## src/rtl/mod_dp.sv

```systemverilog
// -----------------------------------------------------------------------------
// mod_dp -- datapath half of the modulo control unit
//
// Computes a mod b and floor(a/b) by repeated subtraction. The control unit
// loads operands with write_temp, then strobes write_result once per cycle
// while it sits in its SUB state. It leaves SUB when less_than rises. A
// divisor of zero is flagged at load time and forces less_than high, so the
// control unit always terminates.
//
// Parameters
//   WIDTH         operand / remainder width
//   QWIDTH        quotient counter width; the counter saturates at all-ones
//
// Ports
//   clk           in   1       clock, rising edge
//   reset         in   1       synchronous, active-high
//   a_in          in   WIDTH   dividend, sampled when write_temp=1
//   b_in          in   WIDTH   divisor, sampled when write_temp=1
//   write_temp    in   1       load operands, clear quotient (wins over write_result)
//   write_result  in   1       perform one subtract step if less_than=0
//   less_than     out  1       remainder < divisor, or divide-by-zero
//   result        out  WIDTH   remainder register
//   quotient      out  QWIDTH  subtraction count
//   result_valid  out  1       result/quotient are final this cycle
//   div_by_zero   out  1       loaded divisor was zero
// -----------------------------------------------------------------------------
module mod_dp #(
    parameter int WIDTH  = 8,
    parameter int QWIDTH = 8
) (
    input  logic              clk,
    input  logic              reset,
    input  logic [WIDTH-1:0]  a_in,
    input  logic [WIDTH-1:0]  b_in,
    input  logic              write_temp,
    input  logic              write_result,
    output logic              less_than,
    output logic [WIDTH-1:0]  result,
    output logic [QWIDTH-1:0] quotient,
    output logic              result_valid,
    output logic              div_by_zero
);

    logic [WIDTH-1:0]  r_temp;   // running remainder
    logic [WIDTH-1:0]  r_b;      // latched divisor
    logic [QWIDTH-1:0] r_quot;   // subtractions performed
    logic              r_dz;     // latched divisor was zero

    logic w_less_than;
    logic w_quot_max;
    logic w_step;

    // A zero divisor must look "done" immediately, otherwise temp >= 0 would
    // keep the control unit subtracting forever.
    assign w_less_than = r_dz | (r_temp < r_b);
    assign w_quot_max  = &r_quot;
    assign w_step      = write_result & ~write_temp & ~w_less_than;

    // NOTE: state registers use non-blocking assignments so every register
    // samples the pre-edge values of its neighbours regardless of order.
    always_ff @(posedge clk) begin
        if (reset) begin
            r_temp <= '0;
            r_b    <= '0;
            r_quot <= '0;
            r_dz   <= 1'b0;
        end else if (write_temp) begin
            r_temp <= a_in;
            r_b    <= b_in;
            r_quot <= '0;
            r_dz   <= (b_in == '0);
        end else if (w_step) begin
            // temp >= b here, so the difference never borrows.
            r_temp <= r_temp - r_b;
            // The remainder keeps converging even once the count is pinned.
            if (!w_quot_max) begin
                r_quot <= r_quot + 1'b1;
            end
        end
    end

    assign less_than    = w_less_than;
    assign result       = r_temp;
    assign quotient     = r_quot;
    assign div_by_zero  = r_dz;
    assign result_valid = ~reset & write_result & ~write_temp & w_less_than;

endmodule

```

## config.mk

```make
export PLATFORM = sky130hd
export DESIGN_NAME = mod_dp
export DESIGN_NICKNAME = d
export VERILOG_FILES = /design/src/rtl/mod_dp.sv
export SDC_FILE = /design/constraint.sdc
export NUM_CORES = 1
export LEC_CHECK = 0
export ABC_AREA = 1
export BUFFER_PORTS_ARGS = -buffer_cell sky130_fd_sc_hd__buf_2
export CORE_ASPECT_RATIO = 1.25
export CORE_MARGIN = 1
export CORE_UTILIZATION = 30
export DETAILED_ROUTE_END_ITERATION = 8
export SYNTH_ARGS = -nofsm -noshare
export SYNTH_HDL_FRONTEND = slang
export SYNTH_SLANG_ARGS = --single-unit
```

## constraint.sdc

```tcl
create_clock -name clk -period 2.2 [get_ports clk]
set_input_delay 0.11 -clock clk [delete_from_list [all_inputs] [get_ports clk]]
set_output_delay 0.11 -clock clk [all_outputs]
set_load 0.05 [all_outputs]
```

Word-level counts from Yosys, hierarchy flattened
Cells that the tools add are included.
{"block": "word_totals", "latch_bits": 0, "memories": 0, "rom_bits": 0, "in_bits": 20, "word_cells": 24, "ram_bits": 0, "reg_bits": 25, "out_inout_bits": 19}
{"block": "classes", "bitwise_logic": 10, "shift": 0, "div": 0, "n_mux": 2, "mul": 0, "reduce_logical": 5, "n_eq_ne": 0, "n_addsub": 2, "order_cmp": 1}
{"operator": "$mux W8", "n": 2}
{"operator": "$add A8 B1 Y8 const B", "n": 1}
{"operator": "$logic_not A8 Y1", "n": 1}
{"operator": "$lt A8 B8 Y1", "n": 1}
{"operator": "$reduce_and A8 Y1", "n": 1}
{"operator": "$sub A8 B8 Y8", "n": 1}
{"operator": "$and A1 B1 Y1", "n": 5}
{"operator": "$not A1 Y1", "n": 4}
{"operator": "$reduce_and A2 Y1", "n": 1}
{"operator": "$reduce_bool A2 Y1", "n": 1}
{"operator": "$reduce_or A2 Y1", "n": 1}
{"operator": "$or A1 B1 Y1", "n": 1}

Longest topological paths before layout
Gate-level depths: netlist of the first run.
{"block": "depth", "word_depth": 6, "ltp_mapped": 13, "ltp_nobuf": 13}

Least setup slack after synthesis of the first run
No wires, ideal clock.
{"block": "synth_timing", "path_type": "reg2out", "startpoint": "register r_temp[0] (netlist: result[0])", "endpoint": "output port result_valid", "arrival_ns": 2.359, "path_slack_ns": -0.269, "path_buffers": 0, "stages_incl_launch_ff": 11, "required_time_ns": 2.090, "path_cell_list": "dfxtp_1 inv_1 ha_1 inv_1 fa_1 nand2_1 nand2_1 nand3_1 nand2_2 nand2_1 and3_1"}
{"block": "synth_between", "elab_chain_len": 3}
{"item": "start, declared", "line_no": "44", "text": "logic [WIDTH-1:0] r_temp;"}
{"item": "start signal, assigned", "line_no": "68", "text": "r_temp <= a_in;"}
{"item": "start signal, assigned", "line_no": "74", "text": "r_temp <= r_temp - r_b;"}
{"item": "$lt A8 B8 Y1", "line_no": "55", "text": "assign w_less_than = r_dz | (r_temp < r_b);"}
{"item": "$or A1 B1 Y1", "line_no": "55"}
{"item": "named net less_than", "line_no": "37", "text": "output logic less_than,"}
{"item": "$and A1 B1 Y1", "line_no": "86", "text": "assign result_valid = ~reset & write_result & ~write_temp & w_less_than;"}
{"item": "end, declared", "line_no": "40", "text": "output logic result_valid,"}
The timed path passes the listed nets, and every way through them passes these cells.

Worst setup path after layout of the first run
{"block": "layout_timing", "startpoint": "register r_temp[0] (netlist: result[0])", "endpoint": "output port result_valid"}
{"block": "layout_between", "elab_chain_len": 3}
{"item": "$lt A8 B8 Y1", "line_no": "55"}
{"item": "$or A1 B1 Y1", "line_no": "55"}
{"item": "$and A1 B1 Y1", "line_no": "86"}
Every way passes these cells.

==> impl_metrics.csv, run 1 <==
group,metric,value,unit
sta,worstMarginPinSlew,0.497,ns
logic_synthesis,synth-async-reset-ratio,0,
sta,clock.fmax,491,MHz
sta,hold_viol_final,0,
sta,finalCritPeriodShare,0.926,
clock_network,post-cts-setup-buffers,0,
drt,drtPass1Iterations,4,
logic_synthesis,synth_area_leader_cell,"dfxtp_1",
sta,tns,0,ns
worst_setup_path,end_kind,"output port",
logic_synthesis,synth.avg_cell_area,6.66,sq um
cells_and_area,diodes,0,
worst_setup_path,cp-start-kind,"flip-flop",
sta,slew_violations,0,
drt,detail_route.iter0.violations,37,
drt,vias,1504,
drt,postRouteAntennaNets,0,
pwr,p_per_area,672,nW/um^2
logic_synthesis,syn_nets,263,
cells_and_area,final_common_cell,"nand2_1",
logic_synthesis,syn-cell-area,1550,sq um
grt,overflow,0,
logic_synthesis,synth_cell_types,26,
logic_synthesis,synth_flop_cell,"dfxtp_1",
drt,wl_per_cell,11.2,um
pwr,ir_worst_vdd,0.000313,V
grt,grt_antenna_before_repair,0,
grt,grt_pass1_wl,6200,um
cells_and_area,layout.nets,302,
floorplan,design.die.area,5470,sq um
clock_network,numCtsBuffers,3,
clock_network,clk_latency,0.27,ns
placement,dp_cells,327,
logic_synthesis,synth-seq-cells,25,
clock_network,clock_sinks,25,
drt,routed_wl,3710,um
logic_synthesis,syn_inst,233,
clock_network,root_buffer,"clkbuf_8",
logic_synthesis,ys_top_cells_by_area,"dfxtp_1 (32%), nand2_1 (14%), inv_1 (8.5%)",
floorplan,initial_core_util,0.319,
floorplan,fp.dieH,82.4,um
drt,drc,0,
pwr,leakagePower,0.947,nW
placement,gp_congestion,0.757,
worst_setup_path,crit_required,2.09,ns
clock_network,clk_pin_slew_worst_paths,0.09,ns
cells_and_area,final_cell_mix,"nand2_1 (56), buf_2 (37), inv_1 (35), dfxtp_1 (25), nor2_1 (24)",
sta,skew,0.00164,ns
cells_and_area,synthToLayoutAreaGrowth,20.1,%
drt,viasPerCell,4.54,
floorplan,rows,28,
worst_setup_path,arrival,1.93,ns
floorplan,die_w,66.3,um
worst_setup_path,worst-setup-path-type,"reg2out",
worst_hold_path,min_path_type,"in2reg",
clock_network,holdBufCountCts,0,
grt,grt_max_degree,20,
clock_network,cts_tree,"built",
worst_setup_path,cp_max_fo,3,
logic_synthesis,ys_seq_area_frac,0.322,
grt,grtUsageTotal,0.146,
clock_network,htreeDepth,1,
logic_synthesis,yosysTopAreaCellShare,0.322,
cells_and_area,layout-drive-gt1-share,0.192,
run,drv_cap,0,
logic_synthesis,yosysWarnings,0,
logic_synthesis,synth-edff-count,0,
cells_and_area,final_cells,331,
placement,placement.io_buffers,38,
sta,layout_min_cycle_time,2.04,ns
run_status,status,"complete, no violations",
grt,grt_pass1_vias,1425,
pwr,power,0.00125,W
clock_network,cts_buffer_depth,2,
sta,slew_headroom,0.668,
sta,rsz0062_at_grt,"false",
placement,dpl.hpwl,2790,um
sta,setup-violations-final,0,
floorplan,num_io_pins,39,
floorplan,fp.coreArea,4870,sq um
worst max-delay path, cell delays in order, from the launching register on:
cell and delay, ns:
dfxtp_1 0.33, inv_1 0.05, ha_1 0.13, inv_1 0.06, fa_2 0.36, nand2_2 0.08, nand2_1 0.06, nand3_1 0.09
nand2_2 0.09, nand2_2 0.08, and3_2 0.19, buf_8 0.14
path summary, 6_finish.rpt:
check	startpoint	to	slack (ns)	cells after the start
worst max-delay path	result[0]	result_valid	0.16	11
worst min-delay path	reset	r_b[4]	0.04	2
worst max register to register	result[0]	quotient[2]	0.34	11
worst min register to register	r_b[5]	r_b[5]	0.47	2
metrics by stage:
step / instance area, sq um / hold WS, ns / util / setup slack [ns]
finish: 1860 / 0.0417 / 0.383 / 0.163
global placement: 1800 / 0.318 / 0.371 / 0.340
floorplan: 1560 / 0.188 / - / 0.00244
detailed placement: 1800 / 0.323 / 0.371 / 0.297
CTS: 1850 / 0.0291 / 0.380 / 0.0542
global route: 1860 / 0.0236 / 0.383 / 0.0153
final cells by class:
type                       count  area (sq um)
timing repair buffer          38           200
clock buffer                   4          45.0
sequential                    25           500
inverter                      38           143
fill                         545          3010
multi-input combinational    166           901
tap                           60          75.1
flip-flops by register name, summed over array words and instances, names as in the netlist:
register,count
div_by_zero,1
result,8
r_b,8
quotient,8
metal layers:
| layer | vias to the layer above | track usage | part of all wire |
|---|---|---|---|
| li1 | 814 | - | - |
| met1 | 659 | 0.182 | 0.48 |
| met2 | 26 | 0.259 | 0.48 |
| met3 | 5 | 0.0206 | 0.033 |
| met4 | 0 | 0.0383 | 0.0094 |
| met5 | - | 0 | 0 |
power by group:
group	total [W]	leakage, nW	switching (W)	internal (W)
Combinational	0.000466	0.718	0.000316	0.000150
Sequential	0.000503	0.206	0.0000209	0.000482
Clock	0.000284	0.0228	0.000154	0.000130
Total	0.00125	0.947	0.000491	0.000762
synth_stat cells (all sizes together), types with 2 or more instances:
master  number
nand2       61
xor2         4
buf          3
ha           9
dfxtp       25
nand4        5
nand3b       4
a21oi       20
o21ai       22
nor2        25
nand3        9
xnor2        2
inv         37
cells by family after synthesis:
kind of cell / Yosys count / synth area share
xor gates and xnor gates: 6 / 0.0338
DFF: 25 / 0.322
adders and majority gates: 10 / 0.0854
buffers and inverters: 42 / 0.103
and+or+nand+nor: 106 / 0.311
AOI/OAI and AO/OA: 44 / 0.144
repair_timing:
item / CTS / global route
setup endpoints to repair: 1 / 1
gates cloned: 0 / 0
resized for setup: 1 / 4
Power figures use the tool's default switching activity.
==> run 2: changes to the inputs <==
- ABC_AREA: 1 -> not set
==> impl_metrics.csv, run 2 <==
group,metric,value,unit
clock_network,post-cts-setup-buffers,0,
placement,place_area,1870,sq um
run,drv_cap,0,
grt,grtUsageTotal,0.144,
floorplan,rows,28,
grt,grt_antenna_before_repair,0,
placement,dp_cells,284,
logic_synthesis,yosysTopAreaCellShare,0.324,
sta,layout_min_cycle_time,2.17,ns
logic_synthesis,syn_inst,186,
drt,viasPerCell,5.12,
placement,dpl.hpwl,2880,um
sta,clock.fmax,460,MHz
pwr,power,0.00123,W
sta,hold_viol_final,0,
worst_hold_path,hold_depth,3,
sta,slew_headroom,0.693,
logic_synthesis,synth.most_common_cell,"dfxtp_1",
cells_and_area,synthToLayoutAreaGrowth,25.6,%
logic_synthesis,synthTopCellsByCount,"dfxtp_1 (25), inv_1 (17), a21oi_1 (15), nor2_1 (15)",
clock_network,cts_tree,"built",
placement,placement.io_buffers,38,
logic_synthesis,ys_top_cells_by_area,"dfxtp_1 (32%), ha_1 (7.3%), mux2i_1 (5.8%)",
logic_synthesis,synth_cell_types,44,
logic_synthesis,synth-async-reset-ratio,0,
sta,skew,0.00508,ns
worst_setup_path,path_cells,"inv_2, ha_4, inv_2, fa_2, and3_4, o211ai_4, a21o_2, and3_4, buf_8",
cells_and_area,layout.nets,259,
drt,routed_wl,3730,um
worst_setup_path,cp_max_fo,3,
clock_network,root_buffer,"clkbuf_8",
sta,slew_violations,0,
logic_synthesis,synth_area_leader_cell,"dfxtp_1",
cells_and_area,diodes,0,
worst_setup_path,end_kind,"output port",
drt,vias,1475,
worst_setup_path,critPathLaunch,"result[0]",
cells_and_area,layout-drive-gt1-share,0.307,
logic_synthesis,syn-cell-area,1540,sq um
clock_network,clock_sinks,25,
floorplan,num_io_pins,39,
drt,drtPass1Iterations,4,
clock_network,clk_latency,0.27,ns
placement,gp_congestion,0.859,
drt,drc,0,
drt,postRouteAntennaNets,0,
drt,detail_route.iter0.violations,92,
pwr,p_per_area,633,nW/um^2
logic_synthesis,synth-edff-count,0,
worst_hold_path,min_from,"a_in[1]",
pwr,leakagePower,0.830,nW
clock_network,htreeDepth,1,
grt,grt_pass1_wl,6020,um
sta,finalCritPeriodShare,0.987,
logic_synthesis,yosysWarnings,0,
clock_network,holdBufCountCts,0,
floorplan,fp.coreArea,4830,sq um
floorplan,initial_core_util,0.319,
drt,wl_per_cell,12.9,um
clock_network,cts_buffer_depth,2,
floorplan,design.die.area,5440,sq um
worst_setup_path,rr_startpoint,"result[0]",
floorplan,fp.dieH,82.2,um
worst_setup_path,arrival,2.06,ns
cells_and_area,final_cell_mix,"buf_2 (37), dfxtp_1 (19), inv_1 (15), a21oi_1 (15), nor2_1 (15)",
grt,grt_max_degree,28,
worst_hold_path,min_path_type,"in2reg",
cells_and_area,final_cells,288,
clock_network,numCtsBuffers,3,
logic_synthesis,synth_flop_cell,"dfxtp_1",
floorplan,die_w,66.2,um
logic_synthesis,synth.avg_cell_area,8.30,sq um
logic_synthesis,syn_nets,216,
logic_synthesis,synth-seq-cells,25,
worst_setup_path,max_stage_delay,0.35,ns
worst_setup_path,worst-setup-path-type,"reg2out",
worst_setup_path,cp_slowest_cell,"dfxtp_4",
cells_and_area,finalInstanceArea,1940,sq um
pwr,ir_worst_vdd,0.000298,V
clock_network,clk_pin_slew_worst_paths,0.09,ns
worst_setup_path,cp-start-kind,"flip-flop",
logic_synthesis,ys_seq_area_frac,0.324,
run_status,status,"complete, no violations",
grt,grt_pass1_vias,1321,
worst_setup_path,crit_required,2.09,ns
sta,timing.hold.ws,0.0870,ns
cells_and_area,final_common_cell,"buf_2",
grt,overflow,0,
sta,setup-violations-final,0,
sta,rsz0062_at_grt,"true",
sta,worstMarginPinSlew,0.459,ns
worst_setup_path,r2r_cells,9,
[run 2: final timing paths]
| check | endpoint | slack [ns] |
|---|---|---|
| worst max-delay path | result_valid | 0.03 |
| worst min-delay path | result[1] | 0.09 |
| worst max register to register | quotient[3] | 0.11 |
| worst min register to register | r_b[4] | 0.51 |
[run 2: layout make-up]
| type | count | area (sq um) |
|---|---|---|
| Sequential cell | 25 | 510 |
| Timing Repair Buffer | 48 | 288 |
| Fill cell | 515 | 2900 |
| Tap cell | 60 | 75.1 |
| Clock buffer | 4 | 45.0 |
| Inverter | 17 | 63.8 |
| Multi-Input combinational cell | 134 | 957 |
[run 2: timing repair]
item | CTS | global route
resized for setup | 5 | 5
cloned | 0 | 0
setup endpoints to repair | 9 | 13
pin swaps | 2 | 4
[run 2: power by group]
part / switching, W / internal, W / leakage (nW)
Clock: 0.000148 / 0.000130 / 0.0228
Combinational: 0.000265 / 0.000186 / 0.600
Sequential: 0.0000192 / 0.000478 / 0.207
[run 2: worst max-delay path: cells and delay by family, from the launching register on]
family / cells / cell delay [ns]
AO/OA/AOI/OAI: 2 / 0.38
buffers and inverters: 3 / 0.24
adder cells (fa/ha/maj): 2 / 0.48
flip-flops: 1 / 0.35
AND/OR/NAND/NOR: 2 / 0.35
[run 2: cells by family after synthesis]
logic type / after synthesis / share of synthesized area
and+or+nand+nor: 62 / 0.214
DFF: 25 / 0.324
buffers and inverters: 27 / 0.0754
adders and majority gates: 10 / 0.0859
muxes: 9 / 0.0583
AOI/OAI and AO/OA: 49 / 0.220
xor gates and xnor gates: 4 / 0.0227
[run 2: through the flow]
step            util  TNS, ns  setup WS, ns
2_1_floorplan      -        0       0.00532
3_3_place_gp   0.386  -0.0109       -0.0109
3_5_place_dp   0.386   -0.499        -0.175
4_1_cts        0.399        0        0.0129
5_1_grt        0.401   -0.138       -0.0516
6_report       0.401        0        0.0281
[run 2: metal layers]
| layer | vias up | track usage | part of all wire |
|---|---|---|---|
| li1 | 761 | - | - |
| met1 | 678 | 0.177 | 0.47 |
| met2 | 32 | 0.247 | 0.47 |
| met3 | 4 | 0.0330 | 0.043 |
| met4 | 0 | 0.0447 | 0.010 |
| met5 | - | 0 | 0 |
==> run 3: changes to the inputs <==
- ABC_AREA: not set -> 1
- GPL_TIMING_DRIVEN: not set -> 0
==> impl_metrics.csv, run 3 (synthesis results as in run 1) <==
group,metric,value,unit
cells_and_area,synthToLayoutAreaGrowth,21.2,%
worst_setup_path,rr_endpoint,"quotient[3]",
pwr,p_seq_frac,0.403,
sta,slew_headroom,0.702,
placement,placement.io_buffers,37,
clock_network,clock_sinks,25,
clock_network,root_buffer,"clkbuf_8",
worst_setup_path,crit_required,2.09,ns
grt,gr-usage-met2,0.266,
grt,overflow,0,
worst_hold_path,min_from,"reset",
clock_network,cts_buffer_depth,2,
clock_network,clk_pin_slew_worst_paths,0.09,ns
cells_and_area,final_cell_mix,"nand2_1 (57), buf_2 (38), inv_1 (35), dfxtp_1 (25), nor2_1 (24)",
worst_hold_path,hold_end,"r_b[4]",
drt,viasPerCell,4.57,
sta,slew_violations,0,
cells_and_area,diodes,0,
cells_and_area,final_core_util,0.386,
pwr,p_per_area,664,nW/um^2
worst_setup_path,worst-setup-path-type,"reg2out",
grt,met3_usage,0.0261,
cells_and_area,final_common_cell,"nand2_1",
run,drv_cap,0,
floorplan,design.die.area,5470,sq um
pwr,p_int,0.000764,W
clock_network,numCtsBuffers,3,
pwr,p_sw,0.000485,W
drt,routed_wl,3700,um
grt,grtUsageTotal,0.155,
floorplan,die_w,66.3,um
sta,worstMarginPinSlew,0.448,ns
drt,vias,1532,
grt,grt_max_degree,14,
run_status,status,"complete, no violations",
worst_setup_path,regToRegSetupSlack,0.30,ns
sta,skew,0.00244,ns
clock_network,clk_latency,0.27,ns
worst_setup_path,end_kind,"output port",
worst_hold_path,min_path_type,"in2reg",
sta,layout_min_cycle_time,2.07,ns
cells_and_area,layout.nets,306,
grt,grt_antenna_before_repair,0,
cells_and_area,layout-drive-gt1-share,0.193,
worst_setup_path,r2r_cells,11,
worst_setup_path,cp_max_fo,3,
sta,hold_viol_final,0,
floorplan,num_io_pins,39,
drt,drc,0,
sta,setup-violations-final,0,
floorplan,fp.coreArea,4870,sq um
sta,finalCritPeriodShare,0.942,
worst_setup_path,rr_startpoint,"result[0]",
pwr,pwr-share-clk,0.224,
pwr,p_sw_frac,0.388,
drt,postRouteAntennaNets,0,
clock_network,cts_tree,"built",
drt,wl_per_cell,11.1,um
pwr,p_comb_frac,0.374,
drt,detail_route.iter0.violations,42,
grt,grt_pass1_wl,6540,um
floorplan,rows,28,
pwr,leakagePower,0.958,nW
worst_hold_path,hold_depth,2,
grt,grt_pass1_vias,1504,
pwr,ir_worst_vdd,0.000302,V
worst_setup_path,critPathLaunch,"result[0]",
cells_and_area,fillCellCount,534,
floorplan,fp.dieH,82.4,um
pwr,power,0.00125,W
placement,dpl.hpwl,2860,um
placement,gp_congestion,0.779,
sta,clock.fmax,483,MHz
drt,drtPass1Iterations,5,
grt,grt_use_met1,0.191,
clock_network,htreeDepth,1,
grt,grt_most_used_layer,"met2",
worst_setup_path,cp-start-kind,"flip-flop",
floorplan,initial_core_util,0.319,
worst_setup_path,arrival,1.96,ns
run 3: cell count changes in the layout (fill, tap and decap cells not counted), sizes merged, moves of 5 or more:
cell and change:
nor2 +10, or3 -6, nand2 +53, inv +20, buf -7, nor3 -6
mux2i -9, o21ai +13, a21oi +5
run 3: timing repair:
item                       in CTS  in global routing
hold buffers                    0                  0
setup endpoints to repair       1                  2
gates resized for setup         1                  3
pin swaps                       0                  1
setup buffers                   0                  1
run 3: through the flow:
step | hold slack (ns) | std cells | instance area [sq um] | setup WS, ns | setup TNS, ns
after floorplan | 0.188 | 233 | 1560 | 0.00244 | 0
after global placement | 0.318 | 330 | 1820 | 0.303 | 0
after detailed placement | 0.312 | 330 | 1820 | 0.276 | 0
after CTS | 0.0112 | 334 | 1860 | 0.0335 | 0
after global routing | 0.0328 | 335 | 1880 | -0.000341 | -0.000341
final | 0.0196 | 335 | 1880 | 0.128 | 0
run 3: cell type report:
type,instances,area (sq um),area share
Multi-Input combinational cell,166,898,0.477
Sequential cell,25,500,0.266
Buffer,4,17.5,0.00931
Clock buffer,4,45.0,0.0239
Timing Repair Buffer,38,203,0.108
Inverter,38,143,0.0758
Tap cell,60,75.1,0.0399
run 3: how the worst max path moves through the flow:
stage | endpoint | slack, ns | cells after the start
final | result_valid | 0.13 | 11
after global routing | result_valid | -0.0003 | 11
after detailed placement | result[6] | 0.28 | 12
after global placement | result_valid | 0.30 | 11
after CTS | result_valid | 0.03 | 11
after floorplan | result_valid | 0.002 | 10
run 3: critical path, stage by stage, from the launching register on:
cell and delay (ns):
dfxtp_1 0.33, inv_1 0.05, ha_1 0.14, inv_1 0.07
fa_2 0.36, nand2_1 0.08, nand2_1 0.06, nand3_1 0.09
nand2_2 0.10, nand2_2 0.08, and3_2 0.18, buf_8 0.14
run 3: power groups by stage:
stage               combinational [W]  sequential, W  clock [W]
floorplan                    0.000296       0.000575          0
global placement             0.000457       0.000513          0
detailed placement           0.000461       0.000514          0
CTS                          0.000464       0.000504   0.000297
global route                 0.000534       0.000509   0.000306
finish                       0.000467       0.000503   0.000280
run 3: metal layers:
| metal | wire (um) | share of wire |
|---|---|---|
| met1 | 1740 | 0.47 |
| met5 | 0 | 0 |
| met4 | 65 | 0.018 |
| met2 | 1720 | 0.46 |
| met3 | 183 | 0.049 |
